[src/rtl/veerwolf_pkg.sv]
// Shared definitions for the two-port RAM arbiter.
package veerwolf_pkg;

  typedef enum logic [0:0] {
    StInit = 1'b0,
    StRun  = 1'b1
  } arb_state_e;

  localparam int unsigned WordBytes = 8;

endpackage

[src/rtl/rr_arb2.sv]
// Two-requester round-robin arbiter: combinational one-hot grant, pointer moves on completion.
module rr_arb2 (
  input  logic       clk_i,
  input  logic       rst_ni,
  input  logic       en_i,
  input  logic [1:0] req_i,
  output logic [1:0] gnt_o
);

  logic ptr_q, ptr_d;

  always_comb begin
    gnt_o = 2'b00;
    ptr_d = ptr_q;
    if (en_i) begin
      case (req_i)
        2'b01:   gnt_o = 2'b01;
        2'b10:   gnt_o = 2'b10;
        2'b11:   gnt_o = ptr_q ? 2'b10 : 2'b01;
        default: gnt_o = 2'b00;
      endcase
    end
    // A grant is only given to an active request, so every grant completes a transfer.
    if (gnt_o[0]) begin
      ptr_d = 1'b1;
    end else if (gnt_o[1]) begin
      ptr_d = 1'b0;
    end
  end

  always_ff @(posedge clk_i or negedge rst_ni) begin
    if (!rst_ni) begin
      ptr_q <= 1'b0;
    end else begin
      ptr_q <= ptr_d;
    end
  end

endmodule

[src/rtl/ram_arb2.sv]
// Two-port arbiter in front of a single synchronous RAM, with optional zero-fill after reset.
module ram_arb2
  import veerwolf_pkg::*;
#(
  parameter int unsigned SIZE      = 65536,
  parameter int unsigned ZERO_INIT = 1,
  localparam int unsigned AW       = $clog2(SIZE)
) (
  input  logic          clk,
  input  logic          rst_n,
  output logic          init_done,

  input  logic          r0_req,
  output logic          r0_gnt,
  input  logic [7:0]    r0_we,
  input  logic [AW-1:0] r0_addr,
  input  logic [63:0]   r0_wdata,
  output logic          r0_rvalid,
  output logic [63:0]   r0_rdata,

  input  logic          r1_req,
  output logic          r1_gnt,
  input  logic [7:0]    r1_we,
  input  logic [AW-1:0] r1_addr,
  input  logic [63:0]   r1_wdata,
  output logic          r1_rvalid,
  output logic [63:0]   r1_rdata,

  output logic [7:0]    ram_we,
  output logic [63:0]   ram_din,
  output logic [AW-1:0] ram_waddr,
  output logic [AW-1:0] ram_raddr,
  input  logic [63:0]   ram_dout
);

  localparam int unsigned CW = AW - $clog2(WordBytes);
  localparam arb_state_e ResetState = (ZERO_INIT != 0) ? StInit : StRun;

  arb_state_e    state_q, state_d;
  logic [CW-1:0] cnt_q, cnt_d;
  logic [1:0]    rvalid_q, rvalid_d;
  logic [1:0]    gnt;

  rr_arb2 u_rr_arb2 (
    .clk_i  (clk),
    .rst_ni (rst_n),
    .en_i   (state_q == StRun),
    .req_i  ({r1_req, r0_req}),
    .gnt_o  (gnt)
  );

  assign r0_gnt    = gnt[0];
  assign r1_gnt    = gnt[1];
  assign init_done = (state_q == StRun);
  assign r0_rvalid = rvalid_q[0];
  assign r1_rvalid = rvalid_q[1];
  assign r0_rdata  = ram_dout;
  assign r1_rdata  = ram_dout;

  always_comb begin
    state_d   = state_q;
    cnt_d     = cnt_q;
    rvalid_d  = 2'b00;
    ram_we    = 8'h00;
    ram_din   = r0_wdata;
    ram_waddr = r0_addr;
    ram_raddr = r0_addr;
    unique case (state_q)
      StInit: begin
        ram_we    = 8'hFF;
        ram_din   = 64'h0;
        ram_waddr = {cnt_q, 3'b000};
        cnt_d     = cnt_q + CW'(1);
        if (&cnt_q) begin
          state_d = StRun;
        end
      end
      StRun: begin
        if (gnt[0]) begin
          if (|r0_we) begin
            ram_we    = r0_we;
            ram_din   = r0_wdata;
            ram_waddr = r0_addr;
          end else begin
            ram_raddr   = r0_addr;
            rvalid_d[0] = 1'b1;
          end
        end else if (gnt[1]) begin
          if (|r1_we) begin
            ram_we    = r1_we;
            ram_din   = r1_wdata;
            ram_waddr = r1_addr;
          end else begin
            ram_raddr   = r1_addr;
            rvalid_d[1] = 1'b1;
          end
        end
      end
      default: state_d = ResetState;
    endcase
  end

  always_ff @(posedge clk or negedge rst_n) begin
    if (!rst_n) begin
      state_q  <= ResetState;
      cnt_q    <= '0;
      rvalid_q <= 2'b00;
    end else begin
      state_q  <= state_d;
      cnt_q    <= cnt_d;
      rvalid_q <= rvalid_d;
    end
  end

endmodule
[config.mk]
export PLATFORM = sky130hd
export DESIGN_NAME = ram_arb2
export DESIGN_NICKNAME = d
export VERILOG_FILES = /design/src/rtl/veerwolf_pkg.sv /design/src/rtl/rr_arb2.sv /design/src/rtl/ram_arb2.sv
export SDC_FILE = /design/constraint.sdc
export NUM_CORES = 1
export LEC_CHECK = 0
export ABC_AREA = 1
export CORE_AREA = 10 10 178 180
export CTS_CLUSTER_SIZE = 20
export DETAILED_ROUTE_END_ITERATION = 10
export DIE_AREA = 0 0 188 190
export PLACE_DENSITY = 0.56
export SETUP_SLACK_MARGIN = 0.2
export SYNTH_ARGS = -nofsm -noshare
export SYNTH_HDL_FRONTEND = slang
export SYNTH_SLANG_ARGS = --single-unit
[constraint.sdc]
create_clock -name clk -period 2 [get_ports clk]
set_clock_uncertainty 0.1 [all_clocks]
set_input_delay 0.4 -clock clk [delete_from_list [all_inputs] [get_ports clk]]
set_output_delay 0.4 -clock clk [all_outputs]
set_load 0.01 [all_outputs]
==> results of run 1 <==
[power by group]
part           internal, uW  leakage [uW]  switching [uW]
sequential              344      0.000216               0
clock                   268     0.0000409             134
combinational           381       0.00321             202
[registers in the layout, indices dropped and copies added, names as in the netlist]
register / flops
cnt_q: 13
rvalid_q: 2
init_done: 1
u_rr_arb2.ptr_q: 1
[worst register-to-register path: stages (launching register included)]
cell and delay (ps):
dfrtp_4 480, buf_4 150, buf_12 130, buf_12 130, clkinvlp_4 140, buf_12 130, nand2_2 60, buf_6 120
nor3_2 100, buf_4 150, nand2_1 60, xor2_1 130, inv_1 50
[per-layer routing]
layer / vias up / routed length [um] / GRT usage [%] / part of all wire [%]
met5: - / 0 / 0 / 0
met1: 2166 / 8460 / 11.6 / 34
li1: 2244 / - / - / -
met2: 315 / 13400 / 22.2 / 53
met3: 26 / 2900 / 6.04 / 12
met4: 0 / 359 / 1.82 / 1.4
[what timing repair did]
item                                    4_1_cts  5_1_grt
setup buffers                                31       13
gates cloned                                 14       10
gates resized for setup                     584      223
hold buffers                                  0        0
endpoints found under the setup margin      116      115
pin swaps                                    31       54
[stage by stage]
stage | utilization, % | setup TNS, ps | hold WS [ps]
global route | 28.0 | -36760 | 414
CTS | 24.4 | -31960 | 388
floorplan | - | 0 | 4.41
finish | 28.0 | -28060 | 377
global placement | 21.9 | -91400 | 394
detailed placement | 21.9 | -93720 | 405
[path summary, 6_finish.rpt]
check                                 to  depth (start not counted)
max in group asynchronous      init_done                          2
min in group clk               cnt_q[11]                          1
max                        ram_raddr[14]                         12
min                             cnt_q[1]                          2
max reg2reg                     cnt_q[7]                         12
min reg2reg                    cnt_q[11]                          1
[cells in the final DEF, fill, tap and decap left out, types with 4 or more instances in the layout]
cell	Yosys	routed
buf_12	0	22
buf_16	0	15
buf_2	9	97
buf_4	128	32
buf_6	0	39
buf_8	0	8
clkbuf_16	0	11
clkdlybuf4s50_1	0	172
dfrtp_1	17	16
inv_1	54	53
nand2_1	97	49
nand2_2	1	33
nand2_4	0	14
nand3_2	0	10
nand3_4	0	4
nand4_1	4	4
nor2_1	150	80
nor2_2	0	50
nor2_4	1	21
o21ai_0	71	17
o21ai_1	10	12
o21ai_2	0	36
o21ai_4	0	16
xnor2_1	4	4
xor2_1	7	7
[area by class of cell]
type                    instances  area, um2
fillers                      3092      20300
repair buffers                395       4080
multi-input cells             376       2630
well taps                     384        480
flip-flops and latches         17        429
inverters                      56        216
clock buffers                   3       75.1
clock inverters                 1       5.00
diodes                          1       2.50
[kinds of logic after synthesis]
| kind of cell | count (synthesis) |
|---|---|
| buffers and inverters | 214 |
| xor gates and xnor gates | 11 |
| and+or+nand+nor | 273 |
| AOI/OAI and AO/OA | 91 |
| DFF | 17 |
| adders and majority gates | 1 |
==> run_results.csv, run 1 <==
group,metric,value,unit
outcome,outcome,"finished with violations",
outcome,violations,"setup timing",
pwr,worst_ir_drop_vdd,0.000229,V
timing,hold_viol,0,
logic_synthesis,yosys.area_share.simple,31.5,%
pwr,cellPowerDensity,168,nW/um2
logic_synthesis,yosysMostFrequentCell,"nor2_1",
finish,drive_gt1_share,49.6,%
critical_path,rrSetupSlack,-30,ps
logic_synthesis,synth-xor-area-share,2.83,%
cts,cts_made_buffers,3,
routing,drt-pass1-iter-count,4,
critical_path,crit_start,"init_done",
cts,insertion_delay,250,ps
global_route,antenna_found_initial,0,
cts,clockBufferDepth,2,
critical_path,r2r_start,"init_done",
cts,cts.sink_count,17,
routing,wl_per_cell,20.4,um
critical_path,crit_family,"buffers and inverters",
logic_synthesis,syn_avg_cell_area,5.60,um2
logic_synthesis,syn_nets,852,
logic_synthesis,yosysSeqAreaShare,12.5,%
critical_path,required,1500,ps
cts,clk_pin_slew_worst_paths,50,ps
timing,rsz0062_at_grt,"true",
timing,tightestPinTransition,376,ps
critical_path,cp_common_cell,"buf_12",
critical_path,critPathBufInv,7,
pwr,p_leak,0.00347,uW
timing,slew_headroom,74.7,%
logic_synthesis,synth-compound-area-share,14.6,%
routing,via_per_inst,3.85,
logic_synthesis,netlist.top_cell.by_area,"buf_4",
placement,numPortBuffers,288,
timing,timing.fmax,419,MHz
logic_synthesis,synth_ff_type,"dfrtp_1",
cts,clockRootBuffer,"clkbuf_16",
routing,drt_iter0_drc,150,
timing,slew_viol_final,0,
floorplan,die_area,35700,um2
critical_path,path_cells,"nand2_4, a21oi_4, buf_6, buf_6, buf_12, nand2_8, buf_12, buf_16, buf_12, nand2_2, o21ai_2, buf_2",
global_route,grt_pass1_vias,4685,
finish,stdcell_count,1233,
finish,syn_to_final_growth,133,%
critical_path,startpoint_type,"flop",
floorplan,pin_count,481,
placement,dp_worst_setup_slack,-1100,ps
logic_synthesis,async_reset_ff_share,100,%
routing,drtAntennaViolNets,0,
floorplan,die_y,190,um
critical_path,cp_max_fo,5,
routing,drc,0,
critical_path,slowest_delay,420,ps
timing,setup_ws,-388,ps
global_route,grt_pass1_wl,32400,um
critical_path,worst_setup_path_end_kind,"primary output",
global_route,grt_max_degree,45,
logic_synthesis,synth_edf_count,0,
floorplan,core_area,28200,um2
critical_path,path_class,"flop to primary output",
timing,finalCritPeriodShare,119,%
placement,place_inst,1161,
logic_synthesis,synthAdderAreaFrac,0.368,%
placement,place_congestion,0.832,
logic_synthesis,syn_inst,607,
critical_path,slowest_stage,"dfrtp_4",
critical_path,crit_arrival,1890,ps
run,drv_cap,0,
timing,post-route-min-period,2390,ps
logic_synthesis,synth_common_cells,"150 x nor2_1, 128 x buf_4, 97 x nand2_1",
logic_synthesis,synth_top_family_by_area,"buffers and inverters",
logic_synthesis,synth_warnings,0,
finish,stdcell_area,7920,um2
floorplan,rows,62,
logic_synthesis,yosysUniqueCellTypes,25,
global_route,grt.total_usage,11.8,%
logic_synthesis,synthMuxAreaShare,0,%
global_route,grt_overflow,0,
floorplan,die_w,188,um
routing,wl,25100,um
pwr,total_power,1330,uW
placement,hpwl,17700,um
finish,fin_nets,1094,
min_path,hold_path.class,"input pin to asynchronous set/reset pin",
cts,htreeDepth,1,
routing,vias,4751,
logic_synthesis,synth_top_area_share,28.3,%
logic_synthesis,ys_ff_latch,17,
placement,placed_cell_area,6180,um2
logic_synthesis,synth_area_leaders,"buf_4 28%, nor2_1 17%, dfrtp_1 13%, nand2_1 11%, o21ai_0 10%",
floorplan,start_util,12.0,%
logic_synthesis,netlist_area,3400,um2
timing,setup_viol,107,
cts,tritoncts,"built",
Power figures use the tool's default switching activity.
==> run 2, diff against run 1 <==
--- a/config.mk
+++ b/config.mk
@@ -10,8 +10,9 @@
 export CTS_CLUSTER_SIZE = 20
 export DETAILED_ROUTE_END_ITERATION = 10
 export DIE_AREA = 0 0 188 190
-export PLACE_DENSITY = 0.56
+export PLACE_DENSITY = 0.57
 export SETUP_SLACK_MARGIN = 0.2
 export SYNTH_ARGS = -nofsm -noshare
 export SYNTH_HDL_FRONTEND = slang
+export SYNTH_HIERARCHICAL = 1
 export SYNTH_SLANG_ARGS = --single-unit
==> run_results.csv, run 2 <==
group,metric,value,unit
outcome,outcome,"finished with violations",
outcome,violations,"setup timing",
global_route,grt_max_degree,40,
critical_path,crit_end,"ram_din[43]",
logic_synthesis,syn_nets,866,
floorplan,die_y,190,um
logic_synthesis,syn_inst,621,
logic_synthesis,synth_ff_type,"dfrtp_1",
critical_path,rrSetupSlack,-540,ps
cts,clockBufferDepth,2,
timing,timing.fmax,393,MHz
floorplan,die_area,35700,um2
placement,placed_cell_area,6280,um2
timing,fin_hold_ws,377,ps
cts,insertion_delay,260,ps
routing,drtAntennaViolNets,0,
cts,clk_pin_slew_worst_paths,60,ps
timing,post-route-min-period,2540,ps
floorplan,core_area,28200,um2
pwr,cellPowerDensity,173,nW/um2
logic_synthesis,yosysMostFrequentCell,"nor2_1",
placement,place_congestion,0.825,
logic_synthesis,ys_ff_latch,17,
pwr,p_leak,0.00347,uW
global_route,grt_overflow,0,
global_route,grt_pass1_wl,35300,um
critical_path,startpoint_type,"flop",
routing,via_per_inst,3.81,
cts,cts.sink_count,17,
placement,numPortBuffers,288,
routing,wl,26400,um
routing,drt_iter0_drc,164,
pwr,total_power,1390,uW
logic_synthesis,yosysUniqueCellTypes,33,
routing,drt-pass1-iter-count,4,
pwr,worst_ir_drop_vdd,0.000231,V
critical_path,crit_arrival,2040,ps
finish,largest-register,"cnt_q",
global_route,grt_pass1_vias,4902,
critical_path,r2r_start,"init_done",
cts,clockRootBuffer,"clkbuf_16",
min_path,hold_path.class,"input pin to asynchronous set/reset pin",
routing,drc,0,
logic_synthesis,synth_area_leaders,"buf_4 28%, nor2_1 16%, dfrtp_1 12%, nand2_1 11%, o21ai_0 9.0%",
finish,drive_gt1_share,49.5,%
timing,slew_viol_final,0,
floorplan,start_util,12.6,%
finish,fin_nets,1111,
finish,largest_reg_flops,13,
cts,cts_made_buffers,3,
critical_path,reg2reg_to,"u_rr_arb2/ptr_q",
routing,vias,4767,
cts,htreeDepth,1,
critical_path,required,1500,ps
floorplan,die_w,188,um
critical_path,crit_start,"init_done",
finish,reg_top3,"cnt_q x13, rvalid_q x2",
critical_path,rr_worst_depth,20,
finish,final_cell_mix,"171 x clkdlybuf4s50_1, 75 x buf_2, 68 x nor2_1",
logic_synthesis,yosysSeqAreaShare,12.0,%
placement,hpwl,18800,um
critical_path,cp_max_fo,8,
global_route,antenna_found_initial,3,
finish,fillers,3092,
cts,cts_hold_buf,0,
critical_path,path_class,"flop to primary output",
timing,hold_viol,0,
logic_synthesis,async_reset_ff_share,100,%
floorplan,rows,62,
timing,tightestPinTransition,318,ps
finish,layout.cells.most_common,"clkdlybuf4s50_1",
logic_synthesis,netlist_area,3550,um2
global_route,grt.total_usage,13.2,%
logic_synthesis,synth_edf_count,0,
timing,finalCritPeriodShare,127,%
floorplan,pin_count,481,
logic_synthesis,netlist.top_cell.by_area,"buf_4",
timing,setup_ws,-544,ps
routing,wl_per_cell,21.1,um
logic_synthesis,synth_common_cells,"150 x nor2_1, 131 x buf_4, 102 x nand2_1",
cts,tritoncts,"built",
finish,stdcell_area,8030,um2
finish,syn_to_final_growth,126,%
logic_synthesis,synth_warnings,6,
timing,rsz0062_at_grt,"true",
logic_synthesis,synth_top_area_share,27.7,%
timing,setup_viol,105,
logic_synthesis,syn_avg_cell_area,5.71,um2
run,drv_cap,0,
critical_path,worst_setup_path_end_kind,"primary output",
timing,slew_headroom,78.6,%
finish,multi_input_area,2670,um2
finish,ff_latch_area,429,um2
run 2: cell count changes in the layout (fill, tap and decap cells not counted), sizes merged, moves of 2 or more:
cell,delta
dlygate4sd2,+10
nand2,+8
a21oi,+6
o21ai,+5
o221ai,-5
clkbuf,-4
inv,-4
nand3,+3
nor2,+3
clkinv,+2
nor3,-2
run 2: stage by stage:
stage / worst slack, ps / setup TNS [ps] / cells / utilization (%)
floorplan: -82.3 / -4300 / 621 / -
global placement: -1120 / -98100 / 1171 / 22.2
detailed placement: -1110 / -96770 / 1171 / 22.2
CTS: -563 / -47330 / 1229 / 25.4
global route: -638 / -55070 / 1249 / 28.4
finish: -544 / -44960 / 1251 / 28.4
run 2: cell type report:
cell class / instances / share of cell area (%)
clock inverter: 1 / 0.0623
clock buffer: 3 / 0.935
sequential: 17 / 5.34
multi-input combinational: 391 / 33.3
timing repair buffer: 400 / 51.4
antenna: 2 / 0.0623
inverter: 53 / 2.91
tap: 384 / 5.98
run 2: repair_timing:
item,CTS,global route
setup endpoints to repair,112,112
pin swaps,50,46
resized for setup,617,177
gates cloned,12,4
setup buffers,42,16
run 2: worst max-delay path, cell delays in order, from the launching register on:
cell and delay (ps):
dfrtp_4 510, nand2_2 70, inv_2 40, nand2_4 60, inv_4 40, inv_6 60, nand2_8 70, inv_8 80
nand2_8 70, buf_12 150, buf_12 120, buf_16 140, o21ai_2 120, nor2_2 70, buf_2 150
run 2: logic make-up after synthesis:
| group | Yosys count | synth area share (%) |
|---|---|---|
| DFF | 17 | 12.0 |
| buffers and inverters | 213 | 38.3 |
| adders and majority gates | 1 | 0.353 |
| and+or+nand+nor | 286 | 33.2 |
| AOI/OAI and AO/OA | 95 | 13.9 |
| xor gates and xnor gates | 9 | 2.22 |
run 2: worst min-delay path by stage:
stage / cells past startpoint / slack (ps) / startpoint / endpoint
floorplan: 0 / 4 / rst_n / cnt_q[0]
global placement: 2 / 390 / cnt_q[10] / cnt_q[10]
detailed placement: 2 / 390 / cnt_q[10] / cnt_q[10]
CTS: 2 / 380 / rst_n / cnt_q[7]
global route: 2 / 400 / rst_n / cnt_q[7]
finish: 2 / 380 / rst_n / cnt_q[7]
run 2: per-layer routing:
metal | vias to the layer above | part of all wire, % | track usage, %
li1 | 2290 | - | -
met4 | 4 | 1.1 | 2.40
met2 | 289 | 51 | 22.9
met1 | 2164 | 38 | 14.6
met3 | 20 | 11 | 6.04
met5 | - | 0.19 | 0.685
run 2: power breakdown:
group | internal (uW) | total (uW) | switching [uW]
Combinational | 405 | 620 | 215
Clock | 269 | 426 | 157
Sequential | 344 | 344 | 0
